`config.mk`:
```
export PLATFORM = sky130hd
export DESIGN_NAME = prog_loader_flat
export DESIGN_NICKNAME = d
export VERILOG_FILES = /design/src/rtl/prog_loader_pkg.sv /design/src/rtl/prog_loader_if.sv /design/src/rtl/prog_loader_bf_char_decode.sv /design/src/rtl/prog_loader.sv /design/src/flat_wrapper.sv
export SDC_FILE = /design/constraint.sdc
export NUM_CORES = 1
export LEC_CHECK = 0
export ABC_AREA = 1
export CAP_MARGIN = 5
export CORE_ASPECT_RATIO = 1.4
export CORE_MARGIN = 2
export CORE_UTILIZATION = 35
export DETAILED_ROUTE_END_ITERATION = 6
export GPL_TIMING_DRIVEN = 0
export PLACE_DENSITY = 0.69
export SLEW_MARGIN = 20
export SYNTH_ARGS = -nofsm -noshare
export SYNTH_HDL_FRONTEND = slang
export SYNTH_HIERARCHICAL = 1
export SYNTH_SLANG_ARGS = --single-unit
```
`constraint.sdc`:
```
create_clock -name clock -period 1.5 [get_ports clock]
set_clock_uncertainty 0.05 [all_clocks]
set_input_delay 0.3 -clock clock [delete_from_list [all_inputs] [get_ports clock]]
set_output_delay 0.3 -clock clock [all_outputs]
set_load 0.01 [all_outputs]
```
`src/rtl/prog_loader_pkg.sv`:
```
// prog_loader_pkg: opcode map, end-marker word and FSM states shared by the program loader.
// Also supplies fallback values for the `PRGMEM_ADDR_WIDTH / `INSTR_WIDTH width macros.
`ifndef PRGMEM_ADDR_WIDTH
`define PRGMEM_ADDR_WIDTH 8
`endif
`ifndef INSTR_WIDTH
`define INSTR_WIDTH 4
`endif

package prog_loader_pkg;

  localparam logic [2:0] OP_PTR_INC   = 3'b000;
  localparam logic [2:0] OP_PTR_DEC   = 3'b001;
  localparam logic [2:0] OP_VAL_INC   = 3'b010;
  localparam logic [2:0] OP_VAL_DEC   = 3'b011;
  localparam logic [2:0] OP_OUTPUT    = 3'b100;
  localparam logic [2:0] OP_INPUT     = 3'b101;
  localparam logic [2:0] OP_LOOP_OPEN = 3'b110;
  localparam logic [2:0] OP_LOOP_END  = 3'b111;

  // Sliced down to INSTR_WIDTH by the loader; wide enough for any sane word size.
  localparam int         END_MARKER_MAX_WIDTH = 64;
  localparam logic [END_MARKER_MAX_WIDTH-1:0] END_MARKER = '1;

  typedef enum logic [2:0] {
    ST_IDLE,
    ST_LOAD,
    ST_TERM,
    ST_DONE,
    ST_ERROR
  } state_t;

endpackage

```
`src/rtl/prog_loader_if.sv`:
```
// prog_loader_if: character stream in, program-memory write port out.
// The slave modport is the loader; the master modport is the character source / memory side.
interface prog_loader_if #(
  parameter int ADDR_WIDTH  = `PRGMEM_ADDR_WIDTH,
  parameter int INSTR_WIDTH = `INSTR_WIDTH
);

  logic                   i_char_valid;
  logic [7:0]             i_char;
  logic                   o_char_ready;
  logic                   o_prgmem_in;
  logic [ADDR_WIDTH-1:0]  o_prgmem_addr;
  logic [INSTR_WIDTH-1:0] o_prgmem_data;

  modport master (
    output i_char_valid,
    output i_char,
    input  o_char_ready,
    input  o_prgmem_in,
    input  o_prgmem_addr,
    input  o_prgmem_data
  );

  modport slave (
    input  i_char_valid,
    input  i_char,
    output o_char_ready,
    output o_prgmem_in,
    output o_prgmem_addr,
    output o_prgmem_data
  );

endinterface

```
`src/rtl/prog_loader_bf_char_decode.sv`:
```
// bf_char_decode: combinational map from an ASCII byte to {is_cmd, opcode}.
// Anything that is not one of the eight brainhack commands reports is_cmd = 0.
module bf_char_decode (
  input  logic [7:0] char_code,
  output logic       is_cmd,
  output logic [2:0] opcode
);

  import prog_loader_pkg::*;

  always_comb begin
    is_cmd = 1'b1;
    opcode = OP_PTR_INC;
    case (char_code)
      8'h3E:   opcode = OP_PTR_INC;
      8'h3C:   opcode = OP_PTR_DEC;
      8'h2B:   opcode = OP_VAL_INC;
      8'h2D:   opcode = OP_VAL_DEC;
      8'h2E:   opcode = OP_OUTPUT;
      8'h2C:   opcode = OP_INPUT;
      8'h5B:   opcode = OP_LOOP_OPEN;
      8'h5D:   opcode = OP_LOOP_END;
      default: is_cmd = 1'b0;
    endcase
  end

endmodule

```
`src/rtl/prog_loader.sv`:
```
// prog_loader: streams ASCII brainhack source into program memory, then appends an end marker.
// Define PROG_LOADER_BRACKET_CHECK_EN to reject programs with unbalanced '[' / ']'.
module prog_loader #(
  parameter int ADDR_WIDTH  = `PRGMEM_ADDR_WIDTH,
  parameter int INSTR_WIDTH = `INSTR_WIDTH,
  parameter int DEPTH_WIDTH = 8
) (
  input  logic              clock,
  input  logic              reset,
  input  logic              i_start,
  prog_loader_if.slave      bus,
  output logic              o_cpu_hold,
  output logic              o_done,
  output logic              o_error,
  output logic [ADDR_WIDTH:0] o_length
);

  import prog_loader_pkg::*;

  if (INSTR_WIDTH < 3 || DEPTH_WIDTH < 1) begin : g_bad_params
    $error("prog_loader: INSTR_WIDTH must be >= 3 and DEPTH_WIDTH >= 1");
  end

  state_t                 state;
  state_t                 state_next;
  logic [ADDR_WIDTH-1:0]  addr;
  logic [ADDR_WIDTH:0]    length;
  logic [INSTR_WIDTH-1:0] word;
  logic                   is_cmd;
  logic [2:0]             opcode;
  logic                   consume;
  logic                   is_null;
  logic                   addr_last;
  logic                   start_ok;
  logic                   reject;
  logic                   cmd_write;

  bf_char_decode u_decode (
    .char_code (bus.i_char),
    .is_cmd    (is_cmd),
    .opcode    (opcode)
  );

  assign consume   = (state == ST_LOAD) && bus.i_char_valid;
  assign is_null   = (bus.i_char == 8'h00);
  assign addr_last = &addr;
  assign start_ok  = i_start && (state == ST_IDLE || state == ST_DONE || state == ST_ERROR);

`ifdef PROG_LOADER_BRACKET_CHECK_EN
  logic [DEPTH_WIDTH-1:0] depth;
  logic                   open_b;
  logic                   close_b;

  assign open_b  = is_cmd && (opcode == OP_LOOP_OPEN);
  assign close_b = is_cmd && (opcode == OP_LOOP_END);
  // An offending byte is consumed but never written; the FSM parks in ERROR.
  assign reject  = consume && ((close_b && depth == '0) ||
                               (open_b && &depth) ||
                               (is_null && depth != '0));

  always_ff @(posedge clock) begin
    if (reset || start_ok) begin
      depth <= '0;
    end else if (cmd_write && open_b) begin
      depth <= depth + DEPTH_WIDTH'(1);
    end else if (cmd_write && close_b) begin
      depth <= depth - DEPTH_WIDTH'(1);
    end
  end
`else
  assign reject = 1'b0;
`endif

  assign cmd_write = consume && is_cmd && !reject;

  always_ff @(posedge clock) begin
    if (reset) begin
      state <= ST_IDLE;
    end else begin
      state <= state_next;
    end
  end

  always_comb begin
    state_next = state;
    case (state)
      ST_IDLE, ST_DONE, ST_ERROR: begin
        if (i_start) state_next = ST_LOAD;
      end
      ST_LOAD: begin
        // The last free slot takes the command, leaving no room for the end marker.
        if (consume) begin
          if (reject)                    state_next = ST_ERROR;
          else if (is_null)              state_next = ST_TERM;
          else if (is_cmd && addr_last)  state_next = ST_ERROR;
        end
      end
      ST_TERM: state_next = ST_DONE;
      default: state_next = ST_IDLE;
    endcase
  end

  always_comb begin
    bus.o_char_ready = (state == ST_LOAD);
    bus.o_prgmem_in  = 1'b0;
    word             = '0;
    o_cpu_hold       = (state == ST_LOAD) || (state == ST_TERM);
    o_done           = (state == ST_DONE);
    o_error          = (state == ST_ERROR);
    if (state == ST_TERM) begin
      bus.o_prgmem_in = 1'b1;
      word            = END_MARKER[INSTR_WIDTH-1:0];
    end else if (cmd_write) begin
      bus.o_prgmem_in = 1'b1;
      word[2:0]       = opcode;
    end
  end

  always_ff @(posedge clock) begin
    if (reset || start_ok) begin
      addr   <= '0;
      length <= '0;
    end else if (cmd_write) begin
      addr   <= addr + ADDR_WIDTH'(1);
      length <= length + (ADDR_WIDTH+1)'(1);
    end
  end

  assign bus.o_prgmem_addr = addr;
  assign bus.o_prgmem_data = word;
  assign o_length          = length;

endmodule

```
`src/flat_wrapper.sv`:
```
// flat-port wrapper written by rule: the top's interface ports become plain ports
module prog_loader_flat import prog_loader_pkg::*;
#(
  parameter int ADDR_WIDTH  = `PRGMEM_ADDR_WIDTH,
  parameter int INSTR_WIDTH = `INSTR_WIDTH,
  parameter int DEPTH_WIDTH = 8
)
  (clock, reset, i_start, o_cpu_hold, o_done, o_error, o_length, bus_i_char_valid, bus_i_char, bus_o_char_ready, bus_o_prgmem_in, bus_o_prgmem_addr, bus_o_prgmem_data);
  prog_loader_if #(.ADDR_WIDTH(ADDR_WIDTH), .INSTR_WIDTH(INSTR_WIDTH)) bus_i ();
  input  logic clock;
  input  logic reset;
  input  logic i_start;
  output logic o_cpu_hold;
  output logic o_done;
  output logic o_error;
  output logic [ADDR_WIDTH:0] o_length;
  input wire logic [$bits(bus_i.i_char_valid)-1:0] bus_i_char_valid;
  input wire logic [$bits(bus_i.i_char)-1:0] bus_i_char;
  output wire logic [$bits(bus_i.o_char_ready)-1:0] bus_o_char_ready;
  output wire logic [$bits(bus_i.o_prgmem_in)-1:0] bus_o_prgmem_in;
  output wire logic [$bits(bus_i.o_prgmem_addr)-1:0] bus_o_prgmem_addr;
  output wire logic [$bits(bus_i.o_prgmem_data)-1:0] bus_o_prgmem_data;
  assign bus_i.i_char_valid = bus_i_char_valid;
  assign bus_i.i_char = bus_i_char;
  assign bus_o_char_ready = bus_i.o_char_ready;
  assign bus_o_prgmem_in = bus_i.o_prgmem_in;
  assign bus_o_prgmem_addr = bus_i.o_prgmem_addr;
  assign bus_o_prgmem_data = bus_i.o_prgmem_data;
  prog_loader #(.ADDR_WIDTH(ADDR_WIDTH), .INSTR_WIDTH(INSTR_WIDTH), .DEPTH_WIDTH(DEPTH_WIDTH)) u_core (.clock(clock), .reset(reset), .i_start(i_start), .bus(bus_i), .o_cpu_hold(o_cpu_hold), .o_done(o_done), .o_error(o_error), .o_length(o_length));
endmodule
```
==> out/qor.yml <==
path_clk_slew_ns: 0.09
yosysTopAreaCellShare_pct: 27.6
hp-start: "u_core/o_length[8]"
cts_buffers: 3
wl_met3_um: 157
yosysSeqAreaShare_pct: 27.6
htreeDepth: 1
grt_pass1_wl_um: 6020
clock_path_buffers: 2
fin_crit_ns: 1.81
grt_use_total_pct: 16.4
ant_nets: 0
reg2reg_to: "u_core/bus.o_prgmem_addr[3]"
timing.rr.start: "u_core/state[2]"
cp.arrival_ns: 1.46
synth_top_family_by_area: "simple AND/OR/NAND/NOR gates"
vias_per_cell: 4.80
place.gp.congestion: 0.804
dp.cells: 293
area_delta_synth_final_pct: 68.5
syn-num-nets: 227
regToRegSetupSlack_ns: -0.10
grt_pass1_vias: 1445
post_drt_wl_per_cell_um: 11.9
core-area_mm2: 0.00395
power_leakage_nw: 1.25
end_kind: "output port"
cp_max_fo: 3
cpMaxStageDelayCell: "nand3_2"
path_cells: "buf_8 -> nand2_4 -> inv_2 -> nand2_2 -> nand2_2 -> o21ai_2 -> nand3_2 -> nand2_4 -> nor2_8 -> buf_8 -> buf_8 -> nand2_4 -> nand2_2 -> buf_6"
fin_ws_ns: -0.305
fp.dieH_um: 80.1
synthTopCellsByArea: "dfxtp_1, nand2_1, inv_1"
drv_cap: 0
synth_fa_ha_area_share_pct: 1.73
status: "finished, violations left"
synthMuxAreaShare_pct: 0
synth_seq_cells: 20
vias: 1545
hold_path_depth: 2
hold_buffers: 0
initialDrtViolationCount: 29
clk_latency_ns: 0.27
tightest_slew_ns: 0.353
yosysMostFrequentCell: "nand2_1"
max-vdd-ir-drop_uv: 823
finalCritPeriodShare_pct: 120
cp.buffers_inverters: 5
setup_viol: 18
ys_types: 29
cts_tree: "yes"
rows: 27
fin_nets: 294
dieArea_mm2: 0.00468
synth_compound_gate_area_share_pct: 15.7
diodes: 0
synthArstFlopShare_pct: 0
critPathMaxStageDelay_ns: 0.15
synthXorXnorAreaFrac_pct: 0.604
cts_root_buffer: "clkbuf_8"
slew_headroom_pct: 76.4
start_util_pct: 36.7
violations: "negative setup slack"
yosys_warnings: 6
rsz0062_at_grt: "yes"
path_class: "in -> out"
routed_wl_um: 3840
fin_setup_tns_ns: -2.19
drc: 0
cts.sinks: 20
ios: 38
synth_cells: 213
antenna_found_initial: 0
die_w_um: 58.4
synthSimpleGateAreaFrac_pct: 40.4
yosysTopAreaCell: "dfxtp_1"
synth_ff_type: "dfxtp_1"
r2r_cells: 11
hold_violations: 0
worst_setup_path_start_kind: "input pin"
instances_no_fill: 322
dp_hpwl_um: 2490
grt_max_degree: 13
powerDensity_mw_per_mm2: 1040
port_buffers: 37
yosys-top-cells-count: "nand2_1, inv_1, dfxtp_1, nor2_1"
maxUsedRoutingLayer: "met4"
critPathTopFamily: "simple AND/OR/NAND/NOR gates"
route.met2.wl_um: 2160
synth_edf_count: 0
drive_gt1_share_pct: 49.5
dr.pass1.iters: 4
min_to: "u_core/o_length[8]"
crit_required_ns: 1.15
syn_avg_cell_area_um2: 6.80
hold_path.class: "reg -> reg"
grt_overflow: 0
syn_area_mm2: 0.00145
drv_slew: 0
wl_met1_um: 1440
max_freq_ghz: 0.554
-- cell families (layout without fill, tap and decap cells) --
logic type | Yosys count | in the layout
compound gates | 30 | 30
xor+xnor | 1 | 1
fa+ha+maj | 2 | 2
buf+inv | 45 | 111
flops | 20 | 20
simple gates | 115 | 115
-- how the worst max path moves through the flow --
stage	startpoint	to	cells past startpoint
3_3_place_gp	bus_i_char[7]	bus_o_prgmem_data[0]	12
5_1_grt	bus_i_char[3]	bus_o_prgmem_data[1]	14
4_1_cts	bus_i_char[7]	bus_o_prgmem_data[1]	13
2_1_floorplan	bus_i_char[7]	bus_o_prgmem_data[0]	10
3_5_place_dp	bus_i_char[7]	bus_o_prgmem_data[0]	12
6_report	bus_i_char[3]	bus_o_prgmem_data[1]	14
-- power breakdown --
part	internal (W)	leakage, nW	total, W	switching, W
sequential	0.000583	0.165	0.000638	0.0000550
clock	0.000357	0.0357	0.000559	0.000202
combinational	0.000661	1.05	0.00134	0.000677
-- what timing repair did --
action                     CTS  global route
setup buffers               20             8
pin swaps                   21            21
setup endpoints to repair   45            30
resized for setup          133            44
-- layout by cell type (no fill, tap or decap), types with 2 or more instances in the layout --
| cell type | netlist | final |
|---|---|---|
| a21oi_1 | 6 | 5 |
| a21oi_2 | 9 | 9 |
| a21oi_4 | 1 | 2 |
| buf_12 | 0 | 3 |
| buf_4 | 0 | 14 |
| buf_6 | 1 | 19 |
| buf_8 | 2 | 5 |
| clkbuf_2 | 0 | 3 |
| clkbuf_8 | 0 | 3 |
| clkdlybuf4s50_1 | 0 | 3 |
| dfxtp_1 | 20 | 14 |
| dfxtp_2 | 0 | 5 |
| dlygate4sd2_1 | 0 | 16 |
| inv_1 | 36 | 31 |
| inv_2 | 5 | 7 |
| nand2_1 | 56 | 34 |
| nand2_2 | 9 | 19 |
| nand2_4 | 0 | 12 |
| nand3_1 | 7 | 5 |
| nand3_2 | 1 | 2 |
| nand3_4 | 1 | 2 |
| nand4_1 | 5 | 5 |
| nor2_1 | 18 | 16 |
| nor2_2 | 4 | 3 |
| nor2_4 | 3 | 6 |
| nor3_1 | 3 | 2 |
| nor3_2 | 5 | 4 |
| nor3_4 | 0 | 2 |
| o21ai_1 | 3 | 3 |
| o21ai_2 | 8 | 8 |
-- stage by stage --
stage          hold slack, ns  util, %  setup WS (ns)  total power, W  area (µm²)
3_5_place_dp            0.438     49.1          -1.38         0.00155        1940
2_1_floorplan           0.388        -        -0.0194         0.00121        1520
6_report                0.455     61.8         -0.305         0.00253        2440
3_3_place_gp            0.428     49.1          -1.38         0.00156        1940
4_1_cts                 0.449     57.2         -0.306         0.00229        2260
5_1_grt                 0.484     61.8         -0.370         0.00268        2440
-- cell type report --
type / count / area (µm²)
inverters: 42 / 196
repair buffers: 63 / 627
fillers: 348 / 1510
clock buffers: 3 / 41.3
multi-input cells: 148 / 1050
plain buffers: 2 / 30.0
flip-flops and latches: 20 / 410
well taps: 43 / 53.8
clock inverters: 1 / 30.0
-- routing by layer --
| layer | GRT usage [%] | vias to the layer above |
|---|---|---|
| met5 | 0 | - |
| met4 | 5.58 | 0 |
| met3 | 2.74 | 8 |
| met2 | 32.1 | 32 |
| met1 | 16.8 | 708 |
| li1 | - | 797 |
-- sequential cells by signal (all words and copies together) (netlist names) --
name	cells
u_core/bus.o_prgmem_addr	8
u_core/state	3
u_core/o_length	9
-- worst min-delay path, stage by stage (launching register included) --
cell     delay (ns)
dfxtp_1        0.34
nand2_1        0.07
a21oi_1        0.06
No activity file was read; power rests on OpenSTA's default activity.
